===== src/rtl/btb_pkg.sv =====
// rtl/btb_pkg.sv - shared counter encodings, FSM states and helpers for the branch target buffer
package btb_pkg;

    localparam logic [1:0] CTR_SNT   = 2'b00;
    localparam logic [1:0] CTR_WNT   = 2'b01;
    localparam logic [1:0] CTR_WT    = 2'b10;
    localparam logic [1:0] CTR_ST    = 2'b11;
    localparam logic [1:0] CTR_ALLOC = CTR_WT;

    typedef enum logic {
        IDLE  = 1'b0,
        SWEEP = 1'b1
    } btb_state_e;

    // Two-bit saturating step toward taken (up=1) or not-taken (up=0).
    function automatic logic [1:0] sat2(input logic [1:0] ctr, input logic up);
        if (up) begin
            return (ctr == CTR_ST) ? CTR_ST : ctr + 2'd1;
        end
        return (ctr == CTR_SNT) ? CTR_SNT : ctr - 2'd1;
    endfunction

endpackage


===== src/rtl/btb_way.sv =====
// rtl/btb_way.sv - one way of the BTB: valid/tag/target/counter array with two read ports and one write port
module btb_way #(
    parameter int SETS   = 16,
    parameter int IDX_W  = 4,
    parameter int TAG_W  = 26,
    parameter int ADDR_W = 32
) (
    input  logic              clk,
    input  logic              rst_n,
    input  logic [IDX_W-1:0]  r_idx,
    output logic              r_valid,
    output logic [TAG_W-1:0]  r_tag,
    output logic [ADDR_W-1:0] r_target,
    output logic [1:0]        r_ctr,
    input  logic [IDX_W-1:0]  u_idx,
    output logic              u_valid,
    output logic [TAG_W-1:0]  u_tag,
    output logic [ADDR_W-1:0] u_target,
    output logic [1:0]        u_ctr,
    input  logic              wr_en,
    input  logic [IDX_W-1:0]  wr_idx,
    input  logic [TAG_W-1:0]  wr_tag,
    input  logic [ADDR_W-1:0] wr_target,
    input  logic [1:0]        wr_ctr,
    input  logic              clr_en,
    input  logic [IDX_W-1:0]  clr_idx
);

    logic [SETS-1:0]   valid_q;
    logic [SETS-1:0]   valid_d;
    logic [TAG_W-1:0]  tag_mem    [SETS];
    logic [ADDR_W-1:0] target_mem [SETS];
    logic [1:0]        ctr_mem    [SETS];

    assign r_valid  = valid_q[r_idx];
    assign r_tag    = tag_mem[r_idx];
    assign r_target = target_mem[r_idx];
    assign r_ctr    = ctr_mem[r_idx];

    assign u_valid  = valid_q[u_idx];
    assign u_tag    = tag_mem[u_idx];
    assign u_target = target_mem[u_idx];
    assign u_ctr    = ctr_mem[u_idx];

    always_comb begin
        valid_d = valid_q;
        if (wr_en) begin
            valid_d[wr_idx] = 1'b1;
        end
        if (clr_en) begin
            valid_d[clr_idx] = 1'b0;
        end
    end

    always_ff @(posedge clk or negedge rst_n) begin
        if (!rst_n) begin
            valid_q <= '0;
        end else begin
            valid_q <= valid_d;
        end
    end

    // Payload is only meaningful behind a valid bit, so it carries no reset.
    always_ff @(posedge clk) begin
        if (wr_en) begin
            tag_mem[wr_idx]    <= wr_tag;
            target_mem[wr_idx] <= wr_target;
            ctr_mem[wr_idx]    <= wr_ctr;
        end
    end

endmodule


===== src/rtl/branch_target_buffer.sv =====
// rtl/branch_target_buffer.sv - 2-way set-associative branch target buffer with LRU and invalidate sweep
module branch_target_buffer
    import btb_pkg::*;
#(
    parameter int ADDR_W = 32,
    parameter int SETS   = 16
) (
    input  logic              Clk,
    input  logic              Rst,
    input  logic [ADDR_W-1:0] RAddr,
    output logic              Hit,
    output logic [ADDR_W-1:0] Predict,
    output logic [1:0]        CB,
    output logic              PCSource,
    input  logic              WE,
    input  logic [ADDR_W-1:0] WAddr,
    input  logic              Taken,
    input  logic [ADDR_W-1:0] Data,
    input  logic              Inval,
    output logic              Busy
);

    localparam int IDX_W = $clog2(SETS);
    localparam int TAG_W = ADDR_W - IDX_W - 2;

    logic [IDX_W-1:0]  r_idx, u_idx, ptr_q, ptr_d;
    logic [TAG_W-1:0]  r_tag_in, u_tag_in;
    logic              r_v0, r_v1, u_v0, u_v1;
    logic [TAG_W-1:0]  r_t0, r_t1, u_t0, u_t1;
    logic [ADDR_W-1:0] r_tg0, r_tg1, u_tg0, u_tg1;
    logic [1:0]        r_c0, r_c1, u_c0, u_c1;
    logic              r_m0, r_m1, u_m0, u_m1, u_hit, u_way;
    logic              wr_en, wr_way, clr_en, upd_en;
    logic [ADDR_W-1:0] wr_target;
    logic [1:0]        wr_ctr;
    logic [SETS-1:0]   lru_q, lru_d;
    btb_state_e        state_q, state_d;
    logic              unused_addr_bits;

    assign r_idx    = RAddr[IDX_W+1:2];
    assign r_tag_in = RAddr[ADDR_W-1:IDX_W+2];
    assign u_idx    = WAddr[IDX_W+1:2];
    assign u_tag_in = WAddr[ADDR_W-1:IDX_W+2];
    assign unused_addr_bits = ^{RAddr[1:0], WAddr[1:0]};

    btb_way #(.SETS(SETS), .IDX_W(IDX_W), .TAG_W(TAG_W), .ADDR_W(ADDR_W)) u_way0 (
        .clk(Clk), .rst_n(Rst),
        .r_idx(r_idx), .r_valid(r_v0), .r_tag(r_t0), .r_target(r_tg0), .r_ctr(r_c0),
        .u_idx(u_idx), .u_valid(u_v0), .u_tag(u_t0), .u_target(u_tg0), .u_ctr(u_c0),
        .wr_en(wr_en && !wr_way), .wr_idx(u_idx), .wr_tag(u_tag_in),
        .wr_target(wr_target), .wr_ctr(wr_ctr),
        .clr_en(clr_en), .clr_idx(ptr_q)
    );

    btb_way #(.SETS(SETS), .IDX_W(IDX_W), .TAG_W(TAG_W), .ADDR_W(ADDR_W)) u_way1 (
        .clk(Clk), .rst_n(Rst),
        .r_idx(r_idx), .r_valid(r_v1), .r_tag(r_t1), .r_target(r_tg1), .r_ctr(r_c1),
        .u_idx(u_idx), .u_valid(u_v1), .u_tag(u_t1), .u_target(u_tg1), .u_ctr(u_c1),
        .wr_en(wr_en && wr_way), .wr_idx(u_idx), .wr_tag(u_tag_in),
        .wr_target(wr_target), .wr_ctr(wr_ctr),
        .clr_en(clr_en), .clr_idx(ptr_q)
    );

    assign Busy = (state_q == SWEEP);

    // Fetch lookup: a double match resolves to way0.
    assign r_m0     = r_v0 && (r_t0 == r_tag_in);
    assign r_m1     = r_v1 && (r_t1 == r_tag_in);
    assign Hit      = (r_m0 || r_m1) && !Busy;
    assign Predict  = !Hit ? '0 : (r_m0 ? r_tg0 : r_tg1);
    assign CB       = !Hit ? CTR_SNT : (r_m0 ? r_c0 : r_c1);
    assign PCSource = Hit && CB[1];

    assign u_m0  = u_v0 && (u_t0 == u_tag_in);
    assign u_m1  = u_v1 && (u_t1 == u_tag_in);
    assign u_hit = u_m0 || u_m1;
    assign u_way = !u_m0;

    always_comb begin
        upd_en    = WE && !Busy;
        wr_en     = 1'b0;
        wr_way    = 1'b0;
        wr_target = Data;
        wr_ctr    = CTR_ALLOC;
        lru_d     = lru_q;
        if (upd_en && u_hit) begin
            wr_en     = 1'b1;
            wr_way    = u_way;
            wr_target = Taken ? Data : (u_way ? u_tg1 : u_tg0);
            wr_ctr    = sat2(u_way ? u_c1 : u_c0, Taken);
            lru_d[u_idx] = !u_way;
        end else if (upd_en && Taken) begin
            wr_en  = 1'b1;
            wr_way = !u_v0 ? 1'b0 : (!u_v1 ? 1'b1 : lru_q[u_idx]);
            lru_d[u_idx] = !wr_way;
        end
        if (clr_en) begin
            lru_d[ptr_q] = 1'b0;
        end
    end

    always_comb begin
        state_d = state_q;
        ptr_d   = ptr_q;
        clr_en  = 1'b0;
        case (state_q)
            IDLE: begin
                if (Inval) begin
                    state_d = SWEEP;
                    ptr_d   = '0;
                end
            end
            SWEEP: begin
                clr_en = 1'b1;
                ptr_d  = ptr_q + IDX_W'(1);
                if (ptr_q == IDX_W'(SETS - 1)) begin
                    state_d = IDLE;
                end
            end
            default: state_d = IDLE;
        endcase
    end

    always_ff @(posedge Clk or negedge Rst) begin
        if (!Rst) begin
            state_q <= IDLE;
            ptr_q   <= '0;
            lru_q   <= '0;
        end else begin
            state_q <= state_d;
            ptr_q   <= ptr_d;
            lru_q   <= lru_d;
        end
    end

    always @(posedge Clk) begin
        if (Rst && !Busy) begin
            assert (!(r_m0 && r_m1));
            assert (!(u_m0 && u_m1));
        end
    end

endmodule

===== config.mk =====
export PLATFORM = sky130hd
export DESIGN_NAME = branch_target_buffer
export DESIGN_NICKNAME = d
export VERILOG_FILES = /design/src/rtl/btb_pkg.sv /design/src/rtl/btb_way.sv /design/src/rtl/branch_target_buffer.sv
export SDC_FILE = /design/constraint.sdc
export NUM_CORES = 2
export LEC_CHECK = 0
export ABC_AREA = 0
export BUFFER_PORTS_ARGS = -buffer_cell sky130_fd_sc_hd__buf_2
export CORE_AREA = 2 2 417 419
export CTS_CLUSTER_SIZE = 28
export DETAILED_ROUTE_END_ITERATION = 16
export DIE_AREA = 0 0 419 421
export GPL_ROUTABILITY_DRIVEN = 0
export PLACE_DENSITY_LB_ADDON = 0.08
export SLEW_MARGIN = 20
export SYNTH_ARGS = -nofsm -noshare
export SYNTH_HDL_FRONTEND = slang
export SYNTH_SLANG_ARGS = --single-unit

===== constraint.sdc =====
create_clock -name Clk -period 12.1 [get_ports Clk]
set_input_delay 1.21 -clock Clk [delete_from_list [all_inputs] [get_ports Clk]]
set_output_delay 1.21 -clock Clk [all_outputs]
set_load 0.02 [all_outputs]

==> run_results.csv <==
group,metric,value,unit
run_status,status,"finished, final reports clean",
clock_network,clock_path_buffers,3,
synthesis,synth_compound_area_share,2.380,%
sta,setup_viol,0,
routing,wirelength,283200,um
sta,final_max_slew_viol_count,0,
routing,viasPerCell,7.287,
clock_network,cts_tree,"built",
synthesis,yosysWarnings,0,
clock_network,cts-hold-fix-buffers,0,
worst_setup_path,crit_start,"RAddr[2]",
placed_design,place_area,97350,um2
power,power_density,149.0,nW/um2
min_path,hold_path.class,"primary input to asynchronous set/reset pin",
worst_setup_path,slowest_stage,"buf_4",
finish,drive_above_1_share,36.55,%
die,initial_core_util,54.47,%
die,ios,138,
clock_network,cts_resized,0,
grt,grt_pass1_vias,52250,
synthesis,avgSynthCellArea,20.71,um2
finish,n_fill_cell,12150,
synthesis,syn-num-nets,4642,
die,die-area,176400,um2
synthesis,synth_seq_area_share,62.78,%
power,fin_total_pwr,15.56,mW
routing,drc,0,
synthesis,synth-edff-count,1920,
sta,hold_violations,0,
clock_network,clk_latency,870,ps
clock_network,cts_setup_buffers,0,
routing,vias,52370,
worst_setup_path,cp.arrival,6980,ps
grt,grt_max_degree,140,
sta,worst_pin_slew,1222,ps
finish,final_area,104500,um2
die,core-area,172500,um2
synthesis,ys_ff_latch,1973,
placed_design,io_buffers,133,
clock_network,cts-root-buf,"clkbuf_16",
finish,area.growth.synth_to_final,11.19,%
synthesis,yosysUniqueCellTypes,91,
grt,overflow,0,
power,p_leak,33.60,nW
clock_network,htreeDepth,4,
routing,drtIter0Drc,8002,
routing,ant_nets,0,
clock_network,clock-sinks,1973,
synthesis,yosys.area_share.simple,2.130,%
sta,clock.fmax,122.1,MHz
synthesis,synthAdderAreaFrac,0.08523,%
grt,grt_pass1_wl,397200,um
grt,grt_antenna_before_repair,14,
synthesis,synth_ff_type,"edfxtp_1",
die,die_w,419,um
sta,max_slew_margin,18.54,%
worst_setup_path,worst_r2r_startpoint,"u_way1.tag_mem[7][20]",
synthesis,synth_area,93950,um2
power,ir_drop,0.0001844,V
worst_setup_path,crit_type,"primary input to output port",
clock_network,clk_pin_slew,60,ps
finish,num-nets-final,4780,
placed_design,hpwl,154900,um
synthesis,synth_xor_area_share,0.9323,%
synthesis,synthCells,4537,
clock_network,cts_buffers,207,
synthesis,synth.mux.area_fraction,29.65,%
sta,finalSetupTns,0,ps
worst_setup_path,worstPathCellList,"buf_8 > buf_12 > buf_4 > mux4_2 > mux2i_1 > mux2i_1 > xnor2_1 > nand4_1 > or4_1 > a21oi_4 > buf_4 > nor2b_1 > buf_2",
sta,rsz0062_at_grt,"false",
die,fp.dieH,421,um
flow_run,drv_cap,0,
worst_setup_path,cp.required,10890,ps
sta,whs,471.1,ps
sta,clock_skew,32.86,ps
worst_setup_path,end_kind,"output port",
worst_setup_path,cp-start-kind,"primary input",
die,rows,153,
synthesis,ys_async_sr_fraction,2.686,%
sta,fin_crit,8192,ps
sta,timing.final.crit_share,67.70,%
worst_setup_path,crit_fanout,60,
worst_setup_path,max_stage_delay,820,ps
routing,dr.pass1.iters,6,
grt,track_usage,32.37,%
synthesis,synth_top_family_by_area,"multiplexers",
routing,wl_per_cell,39.40,um
synth_stat cells (all sizes together), types with 7 or more instances:
master  count  share of area, %
a211o      12              0.11
a211oi     14              0.16
a21oi      36              0.20
a221oi      7             0.065
a22o        8             0.075
a22oi      56              0.45
and2        8             0.053
and3       11             0.073
buf       212               1.3
clkbuf    133              0.53
dfrtp      53               1.4
edfxtp   1920                61
inv        45              0.18
mux2       97               1.2
mux2i     239               2.5
mux4     1082                26
nand2      79              0.32
nand2b     11             0.073
nand3      33              0.18
nand4      24              0.16
nor2       41              0.17
nor2b      52              0.35
nor3       35              0.19
nor3b       8             0.069
nor4       23              0.20
o21a       10             0.080
o21ai      19              0.10
o22ai      15              0.10
o31a        7             0.065
o31ai      21              0.17
o32ai       7             0.065
or3         9             0.065
or4         9             0.088
xnor2      78              0.73
xor2       22              0.21
layout make-up:
type,count,area [um2],share of cell area (%)
multi-input cells,2172,33260,31.84
clock inverters,144,1592,1.524
well taps,2325,2909,2.785
clock buffers,247,5478,5.244
inverters,47,219.0,0.2096
diodes,5,12.51,0.01198
repair buffers,274,2011,1.925
flip-flops and latches,1973,58980,56.46
metal layers:
layer	up-vias	share of wire (%)	track usage [%]
li1	20120	-	-
met1	28410	39	47.57
met2	3264	47	48.95
met3	564	11	6.634
met4	6	3.6	11.17
met5	-	0.013	0
report_power, final:
group          switching [mW]  internal [mW]
logic                   0.769          0.567
registers              0.0509           7.55
clock network            2.70           3.93
worst max-delay path, delay by kind of cell:
| kind | cells | cell delay, ps |
|---|---|---|
| AO/OA/AOI/OAI | 1 | 610 |
| XOR/XNOR | 1 | 290 |
| buffers and inverters | 5 | 2460 |
| multiplexers | 3 | 1050 |
| AND/OR/NAND/NOR | 3 | 1140 |
metrics by stage:
stage          cells  setup slack (ps)  utilization [%]
4_1_cts         7181              3757            60.54
2_1_floorplan   4537              3576                -
6_report        7187              3908            60.56
3_3_place_gp    6790              3575            56.44
5_1_grt         7185              3594            60.56
3_5_place_dp    6790              3532            56.44
kinds of logic (layout without fill, tap and decap cells):
group,count (synthesis),in the layout
muxes,1418,1418
DFF,1973,1973
buffers and inverters,392,712
xor gates and xnor gates,100,100
and+or+nand+nor,361,361
other,0,5
adders and majority gates,7,7
AOI/OAI and AO/OA,286,286
sequential cells by signal, indices dropped and copies added, names as in the netlist:
name               count
u_way1.tag_mem       416
Busy                   1
u_way1.target_mem    512
u_way0.ctr_mem        32
u_way1.ctr_mem        32
ptr_q                  4
u_way0.valid_q        16
u_way0.target_mem    512
u_way1.valid_q        16
lru_q                 16
u_way0.tag_mem       416
path summary, 6_finish.rpt:
path                                             to  slack, ps  depth (start not counted)
min                                        ptr_q[0]        470                          2
max in group asynchronous        u_way1.valid_q[15]      11110                          2
min reg2reg                       u_way0.valid_q[6]        510                          2
min in group Clk                  u_way0.valid_q[6]        510                          2
max                                     Predict[11]       3910                         13
max reg2reg                u_way0.target_mem[2][23]       5690                         11
layout by cell type (no fill, tap or decap), types with 40 or more instances in the layout:
| cell | Yosys | layout |
|---|---|---|
| a22oi_1 | 56 | 56 |
| buf_2 | 80 | 125 |
| buf_4 | 32 | 125 |
| clkbuf_16 | 0 | 213 |
| clkinv_1 | 2 | 55 |
| clkinv_2 | 0 | 40 |
| dfrtp_1 | 53 | 53 |
| edfxtp_1 | 1920 | 1920 |
| mux2_1 | 60 | 60 |
| mux2i_1 | 239 | 239 |
| mux4_2 | 1082 | 1082 |
| nand2_1 | 79 | 79 |
| nor2b_1 | 51 | 48 |
| xnor2_1 | 78 | 78 |
Power figures use the tool's default switching activity.
